===== src/rtl/serializer.sv =====
// -----------------------------------------------------------------------------
// serializer
//
// Transmit-side partner of the serial deserializer. A parallel word is taken
// over a valid/ready handshake. When HAS_ECC is set, Hamming check bits are
// appended to it. The resulting frame is then shifted out MSB-first on one
// serial line. Each bit is held for CLKS_PER_BIT clocks, and an enable strobe
// marks the first clock of every bit period. A start marker accompanies the
// strobe of frame bit 0.
//
// Ports
//   clk_i     : clock, all logic on the rising edge
//   rst_i     : synchronous, active-high reset
//   data_i    : parallel payload (DATA_WIDTH bits)
//   valid_i   : data_i is valid
//   ready_o   : block can accept a word (combinational: idle and not in reset)
//   serial_o  : serial data, frame MSB first (registered)
//   start_o   : high on the strobe cycle of frame bit 0 only (registered)
//   enable_o  : one-cycle strobe at the first clock of each bit period (registered)
//   busy_o    : frame in progress (registered)
//   done_o    : one-cycle pulse on the clock after the final bit period (registered)
//
// Check-bit layout (HAS_ECC=1): the codeword positions are numbered 1..CODED_WIDTH.
// Position 2**i holds check bit i. Data bits fill the remaining positions in
// ascending order, with data bit 0 at position 3. Check bit i is the XOR of the
// data bits whose position has bit i set. The frame is {data, check[PAR_WIDTH-1:0]}.
// This is the order the receiver's pad input expects.
// -----------------------------------------------------------------------------
module serializer #(
    parameter int DATA_WIDTH   = 8,
    parameter int HAS_ECC      = 0,
    parameter int CLKS_PER_BIT = 1
) (
    input  logic                  clk_i,
    input  logic                  rst_i,
    input  logic [DATA_WIDTH-1:0] data_i,
    input  logic                  valid_i,
    output logic                  ready_o,
    output logic                  serial_o,
    output logic                  start_o,
    output logic                  enable_o,
    output logic                  busy_o,
    output logic                  done_o
);

    // Smallest r with 2**r >= dw + r + 1 (single-error-correcting Hamming).
    function automatic int calc_parity_width(input int dw);
        int r;
        r = 0;
        for (int k = 30; k >= 1; k--) begin
            if ((1 << k) >= (dw + k + 1)) begin
                r = k;
            end
        end
        return r;
    endfunction

    localparam int PAR_WIDTH   = calc_parity_width(DATA_WIDTH);
    localparam int CODED_WIDTH = DATA_WIDTH + PAR_WIDTH;
    localparam int FRAME_WIDTH = (HAS_ECC != 0) ? CODED_WIDTH : DATA_WIDTH;
    localparam int BIT_CNT_W   = $clog2(FRAME_WIDTH) + 1;
    localparam int PHASE_W     = $clog2(CLKS_PER_BIT) + 1;

    localparam logic [BIT_CNT_W-1:0] LAST_BIT   = BIT_CNT_W'(FRAME_WIDTH - 1);
    localparam logic [PHASE_W-1:0]   LAST_PHASE = PHASE_W'(CLKS_PER_BIT - 1);

    // Hamming check bits for a payload word. See the header for the bit layout.
    function automatic logic [PAR_WIDTH-1:0] hamming_parity(input logic [DATA_WIDTH-1:0] d);
        logic [PAR_WIDTH-1:0] p;
        int                   di;
        p  = '0;
        di = 0;
        for (int pos = 1; pos <= CODED_WIDTH; pos++) begin
            // Power-of-two positions hold check bits. Every other position holds the next data bit.
            if ((pos & (pos - 1)) != 0) begin
                for (int i = 0; i < PAR_WIDTH; i++) begin
                    if (pos[i]) begin
                        p[i] = p[i] ^ d[di];
                    end
                end
                di = di + 1;
            end
        end
        return p;
    endfunction

    typedef enum logic [0:0] {
        ST_IDLE = 1'b0,
        ST_SEND = 1'b1
    } state_t;

    state_t                 state_r;
    logic [FRAME_WIDTH-1:0] shift_r;
    logic [BIT_CNT_W-1:0]   bit_cnt_r;
    logic [PHASE_W-1:0]     phase_r;
    logic                   serial_r;
    logic                   start_r;
    logic                   enable_r;
    logic                   busy_r;
    logic                   done_r;

    logic [FRAME_WIDTH-1:0] frame_s;
    logic                   ready_s;
    logic                   accept_s;
    logic                   phase_wrap_s;
    logic                   last_bit_s;

    generate
        if (HAS_ECC != 0) begin : g_ecc
            // Frame = payload followed by its check bits, both taken from data_i in the same cycle.
            always_comb begin
                frame_s = {data_i, hamming_parity(data_i)};
            end
        end else begin : g_plain
            // Frame is the bare payload.
            always_comb begin
                frame_s = data_i;
            end
        end
    endgenerate

    // Handshake and counter terminal decodes.
    always_comb begin
        ready_s      = (state_r == ST_IDLE) && !rst_i;
        accept_s     = valid_i && ready_s;
        phase_wrap_s = (phase_r == LAST_PHASE);
        last_bit_s   = (bit_cnt_r == LAST_BIT);
    end

    // Frame FSM. The outputs are registered with the values of the coming
    // cycle, so bit k appears on the clock after the counters have advanced to it.
    always_ff @(posedge clk_i) begin
        if (rst_i) begin
            state_r   <= ST_IDLE;
            shift_r   <= '0;
            bit_cnt_r <= '0;
            phase_r   <= '0;
            serial_r  <= 1'b0;
            start_r   <= 1'b0;
            enable_r  <= 1'b0;
            busy_r    <= 1'b0;
            done_r    <= 1'b0;
        end else begin
            case (state_r)
                ST_IDLE: begin
                    done_r <= 1'b0;
                    if (accept_s) begin
                        state_r   <= ST_SEND;
                        shift_r   <= frame_s;
                        bit_cnt_r <= '0;
                        phase_r   <= '0;
                        serial_r  <= frame_s[FRAME_WIDTH-1];
                        start_r   <= 1'b1;
                        enable_r  <= 1'b1;
                        busy_r    <= 1'b1;
                    end else begin
                        serial_r  <= 1'b0;
                        start_r   <= 1'b0;
                        enable_r  <= 1'b0;
                        busy_r    <= 1'b0;
                    end
                end
                ST_SEND: begin
                    start_r <= 1'b0;
                    if (phase_wrap_s) begin
                        phase_r <= '0;
                        if (last_bit_s) begin
                            // Final bit period ends: release the line and flag completion.
                            state_r   <= ST_IDLE;
                            bit_cnt_r <= '0;
                            serial_r  <= 1'b0;
                            enable_r  <= 1'b0;
                            busy_r    <= 1'b0;
                            done_r    <= 1'b1;
                        end else begin
                            // Next bit: the one below the current MSB becomes the new MSB.
                            shift_r   <= {shift_r[FRAME_WIDTH-2:0], 1'b0};
                            bit_cnt_r <= bit_cnt_r + BIT_CNT_W'(1);
                            serial_r  <= shift_r[FRAME_WIDTH-2];
                            enable_r  <= 1'b1;
                            busy_r    <= 1'b1;
                            done_r    <= 1'b0;
                        end
                    end else begin
                        phase_r  <= phase_r + PHASE_W'(1);
                        enable_r <= 1'b0;
                        busy_r   <= 1'b1;
                        done_r   <= 1'b0;
                    end
                end
                default: begin
                    state_r   <= ST_IDLE;
                    shift_r   <= '0;
                    bit_cnt_r <= '0;
                    phase_r   <= '0;
                    serial_r  <= 1'b0;
                    start_r   <= 1'b0;
                    enable_r  <= 1'b0;
                    busy_r    <= 1'b0;
                    done_r    <= 1'b0;
                end
            endcase
        end
    end

    assign ready_o  = ready_s;
    assign serial_o = serial_r;
    assign start_o  = start_r;
    assign enable_o = enable_r;
    assign busy_o   = busy_r;
    assign done_o   = done_r;

endmodule


===== config.mk =====
export PLATFORM = sky130hd
export DESIGN_NAME = serializer
export DESIGN_NICKNAME = d
export VERILOG_FILES = /design/src/rtl/serializer.sv
export SDC_FILE = /design/constraint.sdc
export NUM_CORES = 1
export LEC_CHECK = 0
export CAP_MARGIN = 30
export CORE_MARGIN = 2
export CORE_UTILIZATION = 45
export DETAILED_ROUTE_END_ITERATION = 8
export DONT_BUFFER_PORTS = 1
export PLACE_DENSITY = 0.68
export SETUP_SLACK_MARGIN = 0.05
export SLEW_MARGIN = 20
export SYNTH_ARGS = -nofsm -noshare
export SYNTH_HDL_FRONTEND = slang
export SYNTH_SLANG_ARGS = --single-unit

===== constraint.sdc =====
create_clock -name clk_i -period 1.8 [get_ports clk_i]
set_input_delay 0.36 -clock clk_i [delete_from_list [all_inputs] [get_ports clk_i]]
set_output_delay 0.36 -clock clk_i [all_outputs]
set_load 0.005 [all_outputs]

==> results.sh, run 1 <==
export IMPL_place_hpwl_um=834
export IMPL_holdBufCountCts=0
export IMPL_arrival_ns=1.24
export IMPL_yosysWarnings=0
export IMPL_finalHoldViolCount=0
export IMPL_cts_sinks=15
export IMPL_whs_ns=0.129
export IMPL_start_kind="flop"
export IMPL_cts_root_buf="clkbuf_4"
export IMPL_grt_use_total_pct=14.7
export IMPL_ys_ff_latch=15
export IMPL_rows=14
export IMPL_worst_pin_slew_ns=0.440
export IMPL_drt_first_pass_iters=2
export IMPL_drt_drc_violations_left=0
export IMPL_maxCapViolCount=0
export IMPL_antenna_found_initial=0
export IMPL_worstSetupPathType="flop to output port"
export IMPL_min_path_type="input port to flop"
export IMPL_period_needed_ns=1.60
export IMPL_wl_per_cell_um=14.1
export IMPL_netlist_area_um2=717
export IMPL_ios=17
export IMPL_area_growth_pct=3.32
export IMPL_ant_nets=0
export IMPL_cts_buffer_depth=2
export IMPL_powerDensity_nw_per_um2=870
export IMPL_core_area_um2=1510
export IMPL_reg2reg_to="enable_o"
export IMPL_fin_setup_tns_ns=0
export IMPL_crit_start="enable_o"
export IMPL_rsz0062_at_grt="no"
export IMPL_reg2reg_depth=4
export IMPL_die_h_um=43.9
export IMPL_cts_resized=0
export IMPL_grt_pass1_wl_um=2020
export IMPL_num_vias=490
export IMPL_portBuffers=0
export IMPL_grt_max_degree=17
export IMPL_clock_latency_ns=0.28
export IMPL_grt_pass1_vias=464
export IMPL_finalSetupViolCount=0
export IMPL_gp_congestion=0.784
export IMPL_post_cts_buffers=0
export IMPL_antenna_cells=0
export IMPL_p_leak_nw=0.253
export IMPL_synth_nets=80
export IMPL_vdd_ir_drop_max_uv=460
export IMPL_initial_core_util_pct=47.6
export IMPL_drt_iter0_drc=5
export IMPL_overflow=0
export IMPL_finalClockSkew_ns=0.00697
export IMPL_max_freq_mhz=626
export IMPL_drive_gt1_share_pct=22.1
export IMPL_cts_buffers=3
export IMPL_r2r_start="bit_cnt_r[0]"
export IMPL_seq_area_frac_synth_pct=41.9
export IMPL_endpoint="ready_o"
export IMPL_synthDistinctLibCells=24
export IMPL_final_max_slew_violation_count=0
export IMPL_cp_end_kind="output port"
export IMPL_cts_tree="done"
export IMPL_period_share_pct=88.7
export IMPL_critPathRequiredTime_ns=1.44
export IMPL_dieArea_um2=1930
export IMPL_die_w_um=43.9
export IMPL_status="finished clean"
export IMPL_syn_inst=68
export IMPL_r2r_slack_ns=0.39
export IMPL_vias_per_cell=5.83
export IMPL_clkSlewWorstSetupHoldPaths_ns=0.09
export IMPL_slew_headroom_pct=70.6
export IMPL_avgSynthCellArea_um2=10.5
export IMPL_htreeDepth=1
export IMPL_worst_path_max_fanout=12
export IMPL_finalWirelength_um=1180
export IMPL_finalNetCount=81
## final cells by class
type,instances,area [µm²]
fill,148,766
tap,16,20.0
timing repair buffer,2,15.0
multi-input combinational,47,378
clock inverter,1,5.00
clock buffer,3,22.5
sequential,15,300
## worst min path at each step
stage	startpoint	endpoint	cells after the start
finish	rst_i	shift_r[3]	1
floorplan	shift_r[6]	serial_o	2
CTS	rst_i	shift_r[6]	1
global route	rst_i	shift_r[6]	1
detailed placement	rst_i	shift_r[6]	1
global placement	rst_i	shift_r[6]	1
## sequential cells by signal, summed over array words and instances, names as in the netlist
| register | cells |
|---|---|
| bit_cnt_r | 4 |
| enable_o | 1 |
| serial_o | 1 |
| shift_r | 7 |
| start_o | 1 |
| done_o | 1 |
## logic make-up after synthesis
kind of cell	after synthesis	share of synthesized area, %
buf+inv	6	5.41
compound gates	20	23.7
simple gates	20	18.8
mux	6	8.38
fa+ha+maj	1	1.74
flops	15	41.9
## synth_stat cells
| master | instances | share of area [%] |
|---|---|---|
| a21oi_1 | 5 | 3.5 |
| nor3b_1 | 2 | 2.1 |
| nor2_1 | 3 | 1.6 |
| and2b_1 | 1 | 1.0 |
| or3_1 | 1 | 0.87 |
| nand2_1 | 2 | 1.0 |
| a211oi_2 | 6 | 10 |
| a211oi_1 | 6 | 6.3 |
| buf_2 | 1 | 0.70 |
| a21o_4 | 1 | 2.1 |
| nand3_1 | 2 | 1.4 |
| nand3b_1 | 3 | 3.1 |
| nor2b_1 | 1 | 0.87 |
| ha_1 | 1 | 1.7 |
| nand4_1 | 1 | 0.87 |
| nand2b_1 | 2 | 1.7 |
| nor3b_4 | 1 | 2.6 |
| buf_4 | 2 | 2.1 |
| dfxtp_1 | 15 | 42 |
| clkbuf_1 | 2 | 1.0 |
| buf_6 | 1 | 1.6 |
| nand3b_2 | 1 | 1.6 |
| o21ai_0 | 2 | 1.4 |
| mux2i_1 | 6 | 8.4 |
## stage by stage
step           total power, W  worst slack, ns  cell area, µm²  util (%)  instances
2_1_floorplan        0.000462            0.522             717         -         68
6_report             0.000645            0.204             741      49.2         84
5_1_grt              0.000687            0.121             741      49.2         84
4_1_cts              0.000659            0.202             741      49.2         84
3_3_place_gp         0.000465            0.444             713      47.3         80
3_5_place_dp         0.000465            0.397             713      47.3         80
## per-layer routing
layer	vias to the layer above	part of all wire [%]	track usage, %
met4	0	0.85	5.45
met5	-	0	0
li1	253	-	-
met3	2	6.4	7.92
met1	223	50	18.6
met2	12	42	20.9
## power by group
part | internal [W] | switching [W] | total (W) | leakage, nW
combinational | 0.0000448 | 0.0000430 | 0.0000878 | 0.112
clock | 0.0000824 | 0.000104 | 0.000187 | 0.0177
sequential | 0.000353 | 0.0000165 | 0.000370 | 0.123
total | 0.000481 | 0.000164 | 0.000645 | 0.253
## cell usage in the layout (no fill, tap or decap), types with 2 or more instances in the layout
cell,Yosys,final
nand3b_1,3,3
nor2_1,3,3
nand2b_1,2,2
nand3_1,2,2
nor3b_1,2,2
dfxtp_1,15,15
o21ai_0,2,2
clkbuf_4,0,3
buf_4,2,2
mux2i_1,6,6
a21oi_1,5,5
a211oi_2,6,6
nand2_1,2,2
a211oi_1,6,6
## worst max-delay path: stages, from the launching register on
cell and delay (ns):
dfxtp_1 0.60, buf_4 0.27, nor2_1 0.08
Note: power is estimated with default switching activity, not from simulation.
==> run 2: changes to the inputs <==
--- a/config.mk
+++ b/config.mk
@@ -10,6 +10,7 @@
 export CORE_UTILIZATION = 45
 export DETAILED_ROUTE_END_ITERATION = 8
 export DONT_BUFFER_PORTS = 1
+export MAX_ROUTING_LAYER = met4
 export PLACE_DENSITY = 0.68
 export SETUP_SLACK_MARGIN = 0.05
 export SLEW_MARGIN = 20
==> run 2 against run 1 <==
Effect of this change:
- total power about the same
- combinational power about the same
- die area unchanged
- hold slack about the same
- largest cell class unchanged
==> results.sh, run 2 (synthesis results as in run 1) <==
export IMPL_final_common_cell="dfxtp_1"
export IMPL_power_share_clock_pct=29.0
export IMPL_p_int_w=0.000481
export IMPL_cts_root_buf="clkbuf_4"
export IMPL_finalNetCount=81
export IMPL_grt_use_total_pct=15.1
export IMPL_place_hpwl_um=834
export IMPL_worst_pin_slew_ns=0.440
export IMPL_holdBufCountCts=0
export IMPL_switchingPower_w=0.000164
export IMPL_dieArea_um2=1930
export IMPL_critPathRequiredTime_ns=1.44
export IMPL_reg2reg_depth=4
export IMPL_grt_pass1_vias=464
export IMPL_post_cts_buffers=0
export IMPL_wl_per_cell_um=14.1
export IMPL_final_max_slew_violation_count=0
export IMPL_portBuffers=0
export IMPL_start_kind="flop"
export IMPL_clock_latency_ns=0.28
export IMPL_antenna_found_initial=0
export IMPL_rsz0062_at_grt="no"
export IMPL_clkSlewWorstSetupHoldPaths_ns=0.09
export IMPL_powerDensity_nw_per_um2=870
export IMPL_max_freq_mhz=626
export IMPL_maxCapViolCount=0
export IMPL_ios=17
export IMPL_arrival_ns=1.24
export IMPL_period_needed_ns=1.60
export IMPL_r2r_slack_ns=0.39
export IMPL_cts_resized=0
export IMPL_cts_buffer_depth=2
export IMPL_drt_first_pass_iters=2
export IMPL_final_cell_count_no_fill=84
export IMPL_p_comb_share_pct=13.6
export IMPL_cts_tree="done"
export IMPL_numPlacedInstances=80
export IMPL_vdd_ir_drop_max_uv=461
export IMPL_cts_sinks=15
export IMPL_area_growth_pct=3.32
export IMPL_fin_setup_tns_ns=0
export IMPL_drive_gt1_share_pct=22.1
export IMPL_core_area_um2=1510
export IMPL_drt_iter0_drc=5
export IMPL_initial_core_util_pct=47.6
export IMPL_slew_headroom_pct=70.6
export IMPL_period_share_pct=88.7
export IMPL_vias_per_cell=5.83
export IMPL_overflow=0
export IMPL_antenna_cells=0
export IMPL_placed_cell_area_um2=713
export IMPL_largest_reg_flops=7
export IMPL_largest_register="shift_r"
export IMPL_gp_congestion=0.795
export IMPL_status="finished clean"
export IMPL_grt_pass1_wl_um=2030
export IMPL_cp_end_kind="output port"
export IMPL_power_total_w=0.000645
export IMPL_reg_top3="shift_r: 7 flops, bit_cnt_r: 4 flops"
export IMPL_die_w_um=43.9
export IMPL_ant_nets=0
export IMPL_finalWirelength_um=1180
export IMPL_finalClockSkew_ns=0.00706
export IMPL_pwr_share_seq_pct=57.4
export IMPL_finalSetupViolCount=0
export IMPL_min_path_type="input port to flop"
export IMPL_final_cell_mix="dfxtp_1, mux2i_1, a211oi_1, a211oi_2, a21oi_1"
export IMPL_p_leak_nw=0.253
export IMPL_rows=14
export IMPL_grt_max_degree=17
export IMPL_worst_path_max_fanout=12
export IMPL_finalHoldViolCount=0
export IMPL_num_vias=490
export IMPL_p_sw_share_pct=25.4
export IMPL_fin_area_um2=741
export IMPL_holdPathStages=1
export IMPL_worstSetupPathType="flop to output port"
export IMPL_htreeDepth=1
export IMPL_die_h_um=43.9
export IMPL_drt_drc_violations_left=0
export IMPL_cts_buffers=3
-- run 2: cell type report --
type,instances,area (µm²)
Sequential cell,15,300
Tap cell,16,20.0
Multi-Input combinational cell,47,378
Clock inverter,1,5.00
Timing Repair Buffer,2,15.0
Fill cell,148,766
Clock buffer,3,22.5
-- run 2: per-layer routing --
| metal | GRT usage (%) | vias up | share of wire [%] | routed length [µm] |
|---|---|---|---|---|
| li1 | - | 253 | - | - |
| met1 | 18.9 | 223 | 51 | 601 |
| met2 | 20.9 | 12 | 42 | 498 |
| met3 | 7.50 | 2 | 6.0 | 71 |
| met4 | 5.45 | 0 | 0.85 | 10 |
| met5 | - | - | 0 | 0 |
-- run 2: power groups by stage --
stage	clock network [W]	logic, W	registers, W
after floorplan	0	0.0000913	0.000371
after global placement	0	0.0000880	0.000377
after detailed placement	0	0.0000886	0.000377
after CTS	0.000200	0.0000891	0.000370
after global routing	0.000216	0.0000989	0.000372
final	0.000187	0.0000878	0.000370
-- run 2: worst max-delay path, cell delays in order (launching register included) --
cell,delay [ns]
dfxtp_1,0.60
buf_4,0.27
nor2_1,0.08
-- run 2: final timing paths --
path / from / to
max: enable_o / ready_o
min: rst_i / shift_r[3]
max reg2reg: bit_cnt_r[0] / enable_o
min reg2reg: bit_cnt_r[3] / bit_cnt_r[3]
-- run 2: through the flow --
stage                     worst slack [ns]  utilization, %  hold WS, ns
after floorplan                      0.522               -        0.443
after global placement               0.444            47.3        0.429
after detailed placement             0.397            47.3        0.430
after CTS                            0.202            49.2        0.113
after global routing                 0.121            49.2        0.101
final                                0.204            49.2        0.129
==> run 3: changes to the inputs <==
==> constraint.sdc (replaced) <==
create_clock -name clk_i -period 1.7 [get_ports clk_i]
set_input_delay 0.34 -clock clk_i [delete_from_list [all_inputs] [get_ports clk_i]]
set_output_delay 0.34 -clock clk_i [all_outputs]
set_load 0.005 [all_outputs]
==> run 3 against run 2 <==
Effect of this change:
- clock power rose by 8%
- sequential cell count is the same
- design area rose by 0.17%
- critical endpoint is now enable_o
- largest power group unchanged
==> results.sh, run 3 (synthesis results as in run 1) <==
export IMPL_grt_pass1_vias=424
export IMPL_clkSlewWorstSetupHoldPaths_ns=0.09
export IMPL_fin_area_um2=742
export IMPL_final_common_cell="dfxtp_1"
export IMPL_antenna_cells=0
export IMPL_vdd_ir_drop_max_uv=412
export IMPL_max_freq_mhz=690
export IMPL_cts_sinks=15
export IMPL_powerDensity_nw_per_um2=925
export IMPL_finalNetCount=81
export IMPL_start_kind="flop"
export IMPL_grt_pass1_wl_um=1970
export IMPL_grt_use_total_pct=15.0
export IMPL_core_area_um2=1510
export IMPL_portBuffers=0
export IMPL_worst_path_max_fanout=10
export IMPL_wl_per_cell_um=14.6
export IMPL_finalHoldViolCount=0
export IMPL_maxCapViolCount=0
export IMPL_dieArea_um2=1930
export IMPL_cp_end_kind="flop"
export IMPL_grt_max_degree=17
export IMPL_p_leak_nw=0.253
export IMPL_ios=17
export IMPL_finalClockSkew_ns=0.00366
export IMPL_critPathRequiredTime_ns=1.88
export IMPL_drt_first_pass_iters=4
export IMPL_whs_ns=0.110
export IMPL_cts_buffers=3
export IMPL_rsz0062_at_grt="no"
export IMPL_htreeDepth=1
export IMPL_overflow=0
export IMPL_finalWirelength_um=1230
export IMPL_final_max_slew_violation_count=0
export IMPL_initial_core_util_pct=47.6
export IMPL_largest_reg_flops=7
export IMPL_status="finished clean"
export IMPL_clock_latency_ns=0.28
export IMPL_die_h_um=43.9
export IMPL_die_w_um=43.9
export IMPL_power_total_w=0.000687
export IMPL_period_needed_ns=1.45
export IMPL_worstSetupPathType="flop to flop"
export IMPL_drt_iter0_drc=8
export IMPL_rows=14
export IMPL_place_hpwl_um=840
export IMPL_final_cell_mix="dfxtp_1, mux2i_1, a211oi_1, a211oi_2, a21oi_1"
export IMPL_vias_per_cell=5.88
export IMPL_gp_congestion=0.741
export IMPL_slew_headroom_pct=73.5
export IMPL_final_cell_count_no_fill=84
export IMPL_worst_pin_slew_ns=0.397
export IMPL_finalSetupViolCount=0
export IMPL_antenna_found_initial=0
export IMPL_cts_root_buf="clkbuf_4"
export IMPL_ant_nets=0
export IMPL_period_share_pct=85.3
export IMPL_cts_buffer_depth=2
export IMPL_drt_drc_violations_left=0
export IMPL_placed_cell_area_um2=713
export IMPL_cts_tree="done"
export IMPL_largest_register="shift_r"
export IMPL_num_vias=494
export IMPL_drive_gt1_share_pct=23.5
export IMPL_arrival_ns=1.62
export IMPL_reg_top3="shift_r: 7 flops, bit_cnt_r: 4 flops"
export IMPL_area_growth_pct=3.49
export IMPL_fin_setup_tns_ns=0
export IMPL_min_path_type="input port to flop"
export IMPL_numPlacedInstances=80
## run 3: cell counts in the layout (fill, tap and decap cells not counted)
Identical to the previous run, type by type.
## run 3: worst max-delay path, stage by stage (launching register included)
cell and delay [ns]:
dfxtp_1 0.38, ha_1 0.25, nand3b_2 0.23, a21o_4 0.33
and2b_1 0.17
## run 3: final cells by class
type	count	area, µm²
fillers	150	764
multi-input cells	47	378
flip-flops and latches	15	302
clock buffers	3	22.5
well taps	16	20.0
repair buffers	2	15.0
clock inverters	1	5.00
## run 3: final timing paths
check	from	endpoint	slack, ns	cells after the start
setup / recovery	bit_cnt_r[0]	enable_o	0.25	4
hold / removal	rst_i	shift_r[3]	0.11	1
setup reg to reg	bit_cnt_r[0]	enable_o	0.25	4
hold reg to reg	shift_r[6]	serial_o	0.47	2
## run 3: report_power, final
| group | switching (W) | internal [W] |
|---|---|---|
| Clock | 0.000115 | 0.0000872 |
| Sequential | 0.0000171 | 0.000375 |
| Combinational | 0.0000457 | 0.0000475 |
| Total | 0.000177 | 0.000509 |
## run 3: routing by layer
layer  routed length (µm)  up-vias  global-route usage [%]
met5                    0        -                       -
met1                  621      225                    19.8
met2                  517       13                    18.5
met3                   77        2                    5.00
li1                     -      254                       -
met4                   10        0                    10.9
## run 3: what timing repair did
| item | CTS | global route |
|---|---|---|
| setup buffers | 0 | 0 |
| gates resized for setup | 0 | 1 |
| setup endpoints to repair | 0 | 1 |
| hold buffers | 0 | 0 |
| endpoints found under the hold margin | 0 | 0 |
## run 3: metrics by stage
stage               util, %  worst slack, ns
finish                 49.3            0.251
global route           49.3            0.183
CTS                    49.2            0.133
detailed placement     47.3            0.279
global placement       47.3            0.341
floorplan                 -            0.422
